<file path="src/rtl/axi_read_arbiter.sv">
// N-master to 1-slave arbiter for the AXI read-address and read-data channels.
// Round-robin AR grants tagged with the master index; R beats are routed back by RID.
module axi_read_arbiter #(
  parameter int unsigned N_MASTERS       = 2,
  parameter int unsigned ADDR_WIDTH      = 32,
  parameter int unsigned DATA_WIDTH      = 32,
  parameter int unsigned MAX_OUTSTANDING = 4,
  localparam int unsigned IDX_W          = (N_MASTERS > 1) ? $clog2(N_MASTERS) : 1
) (
  input  logic                             clk,
  input  logic                             rst_n,
  input  logic [N_MASTERS-1:0]             m_arvalid,
  output logic [N_MASTERS-1:0]             m_arready,
  input  logic [N_MASTERS*ADDR_WIDTH-1:0]  m_araddr,
  input  logic [N_MASTERS*4-1:0]           m_arlen,
  output logic [N_MASTERS-1:0]             m_rvalid,
  input  logic [N_MASTERS-1:0]             m_rready,
  output logic                             m_rlast,
  output logic [DATA_WIDTH-1:0]            m_rdata,
  output logic                             s_arvalid,
  input  logic                             s_arready,
  output logic [3:0]                       s_arid,
  output logic [3:0]                       s_arlen,
  output logic [ADDR_WIDTH-1:0]            s_araddr,
  input  logic                             s_rvalid,
  output logic                             s_rready,
  input  logic                             s_rlast,
  input  logic [3:0]                       s_rid,
  input  logic [DATA_WIDTH-1:0]            s_rdata,
  output logic [N_MASTERS*4-1:0]           outstanding_o,
  output logic                             err_o
);

  typedef enum logic {StIdle, StHold} state_e;

  localparam logic [3:0]           MaxOut     = 4'(MAX_OUTSTANDING);
  localparam logic [3:0]           NumMasters = 4'(N_MASTERS);
  localparam logic [IDX_W-1:0]     LastIdx    = IDX_W'(N_MASTERS - 1);
  localparam logic [N_MASTERS-1:0] OneHot0    = {{(N_MASTERS-1){1'b0}}, 1'b1};

  state_e                    state_q, state_d;
  logic [IDX_W-1:0]          grant_q, grant_d;
  logic [IDX_W-1:0]          last_grant_q, last_grant_d;
  logic [N_MASTERS-1:0][3:0] cnt_q, cnt_d;
  logic                      err_q, err_d;

  logic [N_MASTERS-1:0] eligible;
  logic [N_MASTERS-1:0] inc_vec;
  logic [N_MASTERS-1:0] dec_vec;
  logic                 pick_found;
  logic [IDX_W-1:0]     pick_idx;
  logic [IDX_W-1:0]     cand;
  logic                 ar_hs;
  logic                 rid_ok;
  logic                 rlast_hs;
  logic [IDX_W-1:0]     ridx;

  // A master at its in-flight cap is invisible to the arbiter.
  always_comb begin
    for (int unsigned i = 0; i < N_MASTERS; i++) begin
      eligible[i] = m_arvalid[i] && (cnt_q[i] < MaxOut);
    end
  end

  // Scan starts just after the last winner so every master gets a turn.
  always_comb begin
    pick_found = 1'b0;
    pick_idx   = '0;
    cand       = '0;
    for (int unsigned k = 1; k <= N_MASTERS; k++) begin
      cand = IDX_W'((32'(last_grant_q) + k) % N_MASTERS);
      if (!pick_found && eligible[cand]) begin
        pick_found = 1'b1;
        pick_idx   = cand;
      end
    end
  end

  always_comb begin
    state_d      = state_q;
    grant_d      = grant_q;
    last_grant_d = last_grant_q;
    s_arvalid    = 1'b0;
    m_arready    = '0;
    ar_hs        = 1'b0;
    unique case (state_q)
      StIdle: begin
        if (pick_found) begin
          grant_d = pick_idx;
          state_d = StHold;
        end
      end
      StHold: begin
        s_arvalid          = 1'b1;
        m_arready[grant_q] = s_arready;
        if (s_arready) begin
          ar_hs        = 1'b1;
          last_grant_d = grant_q;
          state_d      = StIdle;
        end
      end
      default: state_d = StIdle;
    endcase
  end

  assign s_araddr = m_araddr[grant_q*ADDR_WIDTH +: ADDR_WIDTH];
  assign s_arlen  = m_arlen[grant_q*4 +: 4];
  assign s_arid   = 4'(grant_q);

  assign rid_ok   = (s_rid < NumMasters);
  assign ridx     = s_rid[IDX_W-1:0];
  assign m_rdata  = s_rdata;
  assign m_rlast  = s_rlast;

  // Beats with an unknown RID are sunk so the slave cannot stall on them.
  always_comb begin
    m_rvalid = '0;
    s_rready = 1'b1;
    if (rid_ok) begin
      m_rvalid[ridx] = s_rvalid;
      s_rready       = m_rready[ridx];
    end
  end

  assign rlast_hs = s_rvalid & s_rready & s_rlast;
  assign inc_vec  = ar_hs ? (OneHot0 << grant_q) : '0;
  assign dec_vec  = (rlast_hs && rid_ok) ? (OneHot0 << ridx) : '0;

  always_comb begin
    cnt_d = cnt_q;
    err_d = err_q;
    if (s_rvalid && !rid_ok) begin
      err_d = 1'b1;
    end
    for (int unsigned i = 0; i < N_MASTERS; i++) begin
      // RLAST for a master with nothing in flight is a slave protocol error.
      if (dec_vec[i] && (cnt_q[i] == 4'd0)) begin
        err_d = 1'b1;
      end
      case ({inc_vec[i], dec_vec[i] && (cnt_q[i] != 4'd0)})
        2'b10:   cnt_d[i] = cnt_q[i] + 4'd1;
        2'b01:   cnt_d[i] = cnt_q[i] - 4'd1;
        default: cnt_d[i] = cnt_q[i];
      endcase
    end
  end

  always_ff @(posedge clk or negedge rst_n) begin
    if (!rst_n) begin
      state_q      <= StIdle;
      grant_q      <= '0;
      last_grant_q <= LastIdx;
      cnt_q        <= '0;
      err_q        <= 1'b0;
    end else begin
      state_q      <= state_d;
      grant_q      <= grant_d;
      last_grant_q <= last_grant_d;
      cnt_q        <= cnt_d;
      err_q        <= err_d;
    end
  end

  assign outstanding_o = cnt_q;
  assign err_o         = err_q;

endmodule
</file>
<file path="config.mk">
export PLATFORM = sky130hd
export DESIGN_NAME = axi_read_arbiter
export DESIGN_NICKNAME = d
export VERILOG_FILES = /design/src/rtl/axi_read_arbiter.sv
export SDC_FILE = /design/constraint.sdc
export NUM_CORES = 1
export LEC_CHECK = 0
export CORE_UTILIZATION = 25
export DETAILED_ROUTE_END_ITERATION = 7
export PLACE_DENSITY = 0.91
export SYNTH_ARGS = -nofsm -noshare
export SYNTH_HDL_FRONTEND = slang
export SYNTH_SLANG_ARGS = --single-unit
</file>
<file path="constraint.sdc">
create_clock -name clk -period 2.6 [get_ports clk]
set_input_delay 0.26 -clock clk [delete_from_list [all_inputs] [get_ports clk]]
set_output_delay 0.26 -clock clk [all_outputs]
set_load 0.01 [all_outputs]
</file>
==> results of run 1 <==
## sequential cells by signal, summed over array words and instances, names as in the netlist
signal         cells
err_o              1
outstanding_o      8
last_grant_q       1
state_q            1
grant_q            1
## power groups by stage
stage | clock network [µW] | registers (µW) | logic (µW)
after detailed placement | 0 | 412 | 1480
after global placement | 0 | 408 | 1460
final | 204 | 412 | 1470
after CTS | 210 | 412 | 1490
after floorplan | 0 | 425 | 747
after global routing | 222 | 429 | 1580
## cell type report
cell class	instances	area, µm²
Clock buffer	4	55.05
Fill cell	553	2839
Inverter	3	11.26
Multi-Input combinational cell	103	887.1
Sequential cell	12	301.5
Tap cell	72	90.09
Timing Repair Buffer	144	1424
## synthesized netlist by cell type (2+ instances only)
library cell / n / area [µm²]
mux2_2: 39 / 439.2
buf_4: 37 / 277.8
dfrtp_1: 11 / 275.3
nand2_1: 8 / 30.03
nor2_1: 8 / 30.03
xor2_1: 7 / 61.31
ha_1: 6 / 75.07
buf_2: 4 / 20.02
a21oi_1: 3 / 15.01
inv_1: 3 / 11.26
nor3_1: 3 / 15.01
nor4_1: 3 / 18.77
o21ai_0: 3 / 15.01
xnor2_1: 3 / 26.28
and3_1: 2 / 12.51
nor4b_1: 2 / 17.52
## critical path, stage by stage
cell	delay, ns
clkdlybuf4s50_1	0.40
nor3_1	0.18
buf_4	0.15
nand4_1	0.17
nor3_2	0.28
ha_1	0.26
xor2_1	0.08
ha_1	0.18
a21oi_1	0.15
xor2_1	0.16
nor2_1	0.06
xor2_1	0.14
## through the flow
| stage | setup WS [ns] | instances | TNS (ns) | utilization | cell area, µm² |
|---|---|---|---|---|---|
| finish | 0.2349 | 338 | 0 | 0.4938 | 2769 |
| detailed placement | -0.06152 | 334 | -0.1171 | 0.4817 | 2701 |
| global placement | 0.03479 | 334 | 0 | 0.4817 | 2701 |
| global route | 0.02264 | 338 | 0 | 0.4938 | 2769 |
| floorplan | 0.3795 | 159 | 0 | - | 1485 |
| CTS | 0.1651 | 338 | 0 | 0.4915 | 2756 |
## cell families (layout without fill, tap and decap cells)
family                   after synthesis  in the layout  share of synthesized area
adder cells (fa/ha/maj)                6              6                    0.05080
other                                  1              3                   0.002538
flip-flops                            12             12                     0.2041
AND/OR/NAND/NOR                       34             34                     0.1228
multiplexers                          40             40                     0.3040
AO/OA/AOI/OAI                         10             10                    0.04741
buffers and inverters                 44            151                     0.2091
XOR/XNOR                              10             10                    0.05928
## routing by layer
metal	up-vias	routed length, µm	track usage
met2	89	2698	0.2922
met3	3	585	0.05862
li1	728	-	-
met4	0	21	0.02727
met1	698	1849	0.1666
met5	-	0	0
## worst max path at each step
stage                       endpoint  slack [ns]  depth (start not counted)
finish              outstanding_o[2]        0.23                         12
CTS                 outstanding_o[2]        0.17                         12
global placement    outstanding_o[6]        0.03                         12
detailed placement  outstanding_o[6]       -0.06                         12
global route        outstanding_o[6]        0.02                         12
floorplan           outstanding_o[2]        0.38                         11
==> run metrics, run 1 <==
WL final 5.155 mm; Port Buf Inserts 137; critical path arrival 2.49 ns; antenna cells 0; largest net degree at the start of global routing 24; Hold Crit Class in -> async; vias in the first global route 1,534; IO Count 205; Pre-antenna DRT Iters 4; Worst Hold Slack 0.3732 ns; Switch Pwr 766.6 µW; initial core utilization 0.2635; hpwl dp 4.360 mm; Max Clk Rate 0.4228 GHz; most common flop cell mapped by yosys dfrtp_1; sequential share of power 0.197; Worst Reg-to-Reg Cells 7; Combinational Power Share 0.705; Vias 1,518; post-DR vias/cell 4.491; Die Wd 78.88 µm; DRC 0; Setup Buffers After CTS 0; Mean Syn Cell Area 9.412 µm²; first-pass GRT wire length 7.562 mm; CTS Buf Count 3; R2R Path Start outstanding_o[5]; Rows 27; critical path launch point s_rid[3]; Seq/Total Area, Yosys 0.2041; unrepaired setup endpoints after global routing no; Sink Count 12; antenna violations before repair 0; commonest non-fill, non-tap cells in the layout clkdlybuf4s50_1, mux2_2, dfrtp_1; EDFF count, synth 0; cells after synthesis 157; CTS max path bufs 2; share of cells above drive strength 1 0.2143; die area 6222 µm²; Switching Share 0.3669; power density of the placed cells 754.5 nW/µm²; post-route clock period utilization 0.9096; H-tree levels 1; FFs w/ async S/R, synth 1.000; peak supply drop 0.4712 mV; Slew HR 0.6329; Pwr Total 2089 µW; Least-Margin Pin Slew 0.5490 ns; GPL Wtd Cong 0.8535; final net count 390; Final Skew 0.002208 ns; Critical Path Sink Type flop; final setup fails 0; CTS tree done; Yosys Warn Count 0; GRT Total Usage 0.1558; internal power 1323 µW; crit-path max FO 4; clk root buf clkbuf_8; most common cell after layout, fill and taps aside clkdlybuf4s50_1; Slew Limit Fails 0; final hold vios 0; height of the die 78.88 µm; Cell Area, Synth 1478 µm²; critical path type in -> reg; clock share of power 0.098; core area 5608 µm²; minimum clock period 2.365 ns; Worst EP required 2.73 ns; worst skew pair latency 0.24 ns; RR Endpoint outstanding_o[7]; hold-fix buffers at CTS 0; CP startpoint kind primary input; FF-to-FF setup slack 0.26 ns; cts repair resizes 0; status finished clean; Worst-path clk slew 0.05 ns; max_cap viols 0; Syn-to-layout area delta 87.38%; Cell variety after synth 31; GRT overflow 0; Iter 0 DRT Violations 31; Antenna Nets Post-Route 0; #FFs+latches synth 12; Avg WL per Cell 15.25 µm; leak pwr 0.001079 µW
Note: power is estimated with default switching activity, not from simulation.
==> inputs of run 2 (changes only) <==
CORE_UTILIZATION = 22   (was 25)
PLACE_DENSITY = 0.77   (was 0.91)
SKIP_LAST_GASP = 1   (was not set)
clock period = 1.95 ns   (was 2.6 ns; I/O delays follow)
==> run metrics, run 2 (same netlist as run 1, synthesis figures left out) <==
critical path type reg -> reg; GRT overflow 0 (unchanged); Pre-antenna DRT Iters 5 (+1); hpwl dp 4.792 mm (+9.9%); final setup fails 2 (+2); Avg WL per Cell 16.22 µm (+6.4%); failing checks design-rule violations, negative setup slack; Antenna Nets Post-Route 0 (unchanged); Critical Path Sink Type flop; largest net degree at the start of global routing 25 (+4.2%); Vias 1,607 (+5.9%); crit-path max FO 4 (unchanged); Combinational Power Share 0.757 (+0.052); final net count 412 (+5.6%); CP top delay family simple AND/OR/NAND/NOR gates; setup TNS -0.02422 ns (-0.02422 ns); first-pass GRT wire length 8.638 mm (+14%); worst skew pair latency 0.24 ns (about the same); antenna violations before repair 0 (unchanged); post-route clock period utilization 1.011; Rows 29 (+7.4%); critical path, cell by cell nor4_4, nor3b_2, ha_1, and4bb_2, o21ai_2, o31ai_2, xor2_1; Max Clk Rate 0.5071 GHz; critical path arrival 2.08 ns (-0.41 ns); clock share of power 0.085 (-0.013); fin cells 365 (+8.0%); Worst EP required 2.06 ns (-0.67 ns); Iter 0 DRT Violations 39 (+26%); CTS Buf Count 3 (unchanged); peak supply drop 0.6097 mV (+29%); utilization after layout 0.4796 (-0.01411); CP bufs+invs 0 (-2); antenna cells 0 (unchanged); critical path's slowest cell dfrtp_2; WL final 5.921 mm (+15%); share of cells above drive strength 1 0.3681 (+0.1538); Switch Pwr 1223 µW (+59%); unrepaired setup endpoints after global routing yes; sequential share of power 0.157 (-0.040); vias in the first global route 1,681 (+9.6%); core area 6422 µm² (+15%); Hold Crit Class in -> async; CP peak stage delay 0.42 ns (+0.02 ns); Die Wd 83.96 µm (+6.4%); max reg flops 8 (unchanged); Port Buf Inserts 137 (unchanged); initial core utilization 0.2301 (-0.03342); most common cell after layout, fill and taps aside clkdlybuf4s50_1; minimum clock period 1.972 ns; max_cap viols 0 (unchanged); height of the die 83.96 µm (+6.4%); dpl cells 355 (+6.3%); Worst-path clk slew 0.06 ns (about the same); CP startpoint kind flop; Switching Share 0.3788 (+0.01188); Syn-to-layout area delta 108.5%; status finished with violations; leak pwr 0.001218 µW (+13%); CTS max path bufs 2 (unchanged); Final Skew 0.008423 ns (+0.006214 ns); GPL Wtd Cong 0.7668 (-10%); GRT Total Usage 0.1556 (-0.0001881); Slew HR 0.6327 (about the same); IO Count 205 (unchanged); Worst Slack Setup Final -0.02186 ns (-0.2568 ns); DRC 30 (+30); Slew Limit Fails 0 (unchanged); Least-Margin Pin Slew 0.5492 ns (+0.0001954 ns); clk root buf clkbuf_8; Sink Count 12 (unchanged); Worst Hold Slack 0.3044 ns (-0.06879 ns); post-DR vias/cell 4.403 (-2.0%); final hold vios 0 (unchanged); H-tree levels 1 (unchanged); power density of the placed cells 1048 nW/µm² (+39%); CTS tree done; commonest non-fill, non-tap cells in the layout clkdlybuf4s50_1, mux2_2, buf_4; die area 7048 µm² (+13%); internal power 2005 µW (+52%)
[run 2: cell count changes in the layout (fill, tap and decap cells not counted), sizes merged]
cell / delta
dlymetal6s2s: +1
dlygate4sd2: +7
clkdlybuf4s50: -12
buf: +24
clkbuf: +2
[run 2: path summary, 6_finish.rpt]
check / from / end / slack, ns / depth (start not counted)
max in group asynchronous: rst_n / outstanding_o[6] / 1.24 / 1
worst max-delay path: outstanding_o[6] / outstanding_o[7] / -0.02 / 7
worst max register to register: outstanding_o[6] / outstanding_o[7] / -0.02 / 7
worst min register to register: last_grant_q / last_grant_q / 0.47 / 2
worst min-delay path: rst_n / err_o / 0.30 / 1
min in group clk: s_rid[1] / err_o / 0.39 / 4
[run 2: layer usage]
layer  vias up  global-route usage  wire length (µm)  share of wire
li1        767                   -                 -              -
met3         4             0.04352               573          0.097
met5         -                   0                 0              0
met2       103              0.2914              3053           0.52
met4         0             0.03762                78          0.013
met1       733              0.1718              2215           0.37
[run 2: through the flow]
stage | cell area (µm²) | setup slack, ns | power, µW
after floorplan | 1560 | -0.007479 | 1678
after global placement | 2895 | -0.4090 | 2798
after detailed placement | 2895 | -0.4966 | 2825
after CTS | 3008 | -0.03909 | 3189
after global routing | 3080 | -0.09116 | 3407
final | 3080 | -0.02186 | 3228
[run 2: power groups by stage]
stage	logic, µW	clock network, µW	registers [µW]
finish	2440	276	507
global route	2590	288	525
CTS	2390	279	517
detailed placement	2310	0	513
global placement	2290	0	507
floorplan	1060	0	620
[run 2: final cells by class]
cell class / instances / area [µm²]
clock buffers: 4 / 55.05
fillers: 603 / 3342
multi-input cells: 103 / 1027
flip-flops and latches: 12 / 307.8
well taps: 77 / 96.34
repair buffers: 166 / 1583
inverters: 3 / 11.26
[run 2: repair_timing]
item,CTS,global route
setup buffers,3,4
endpoints found under the setup margin,32,32
hold buffers,0,0
gates resized for setup,30,13
pin swaps,16,19
hold endpoints to repair,0,0
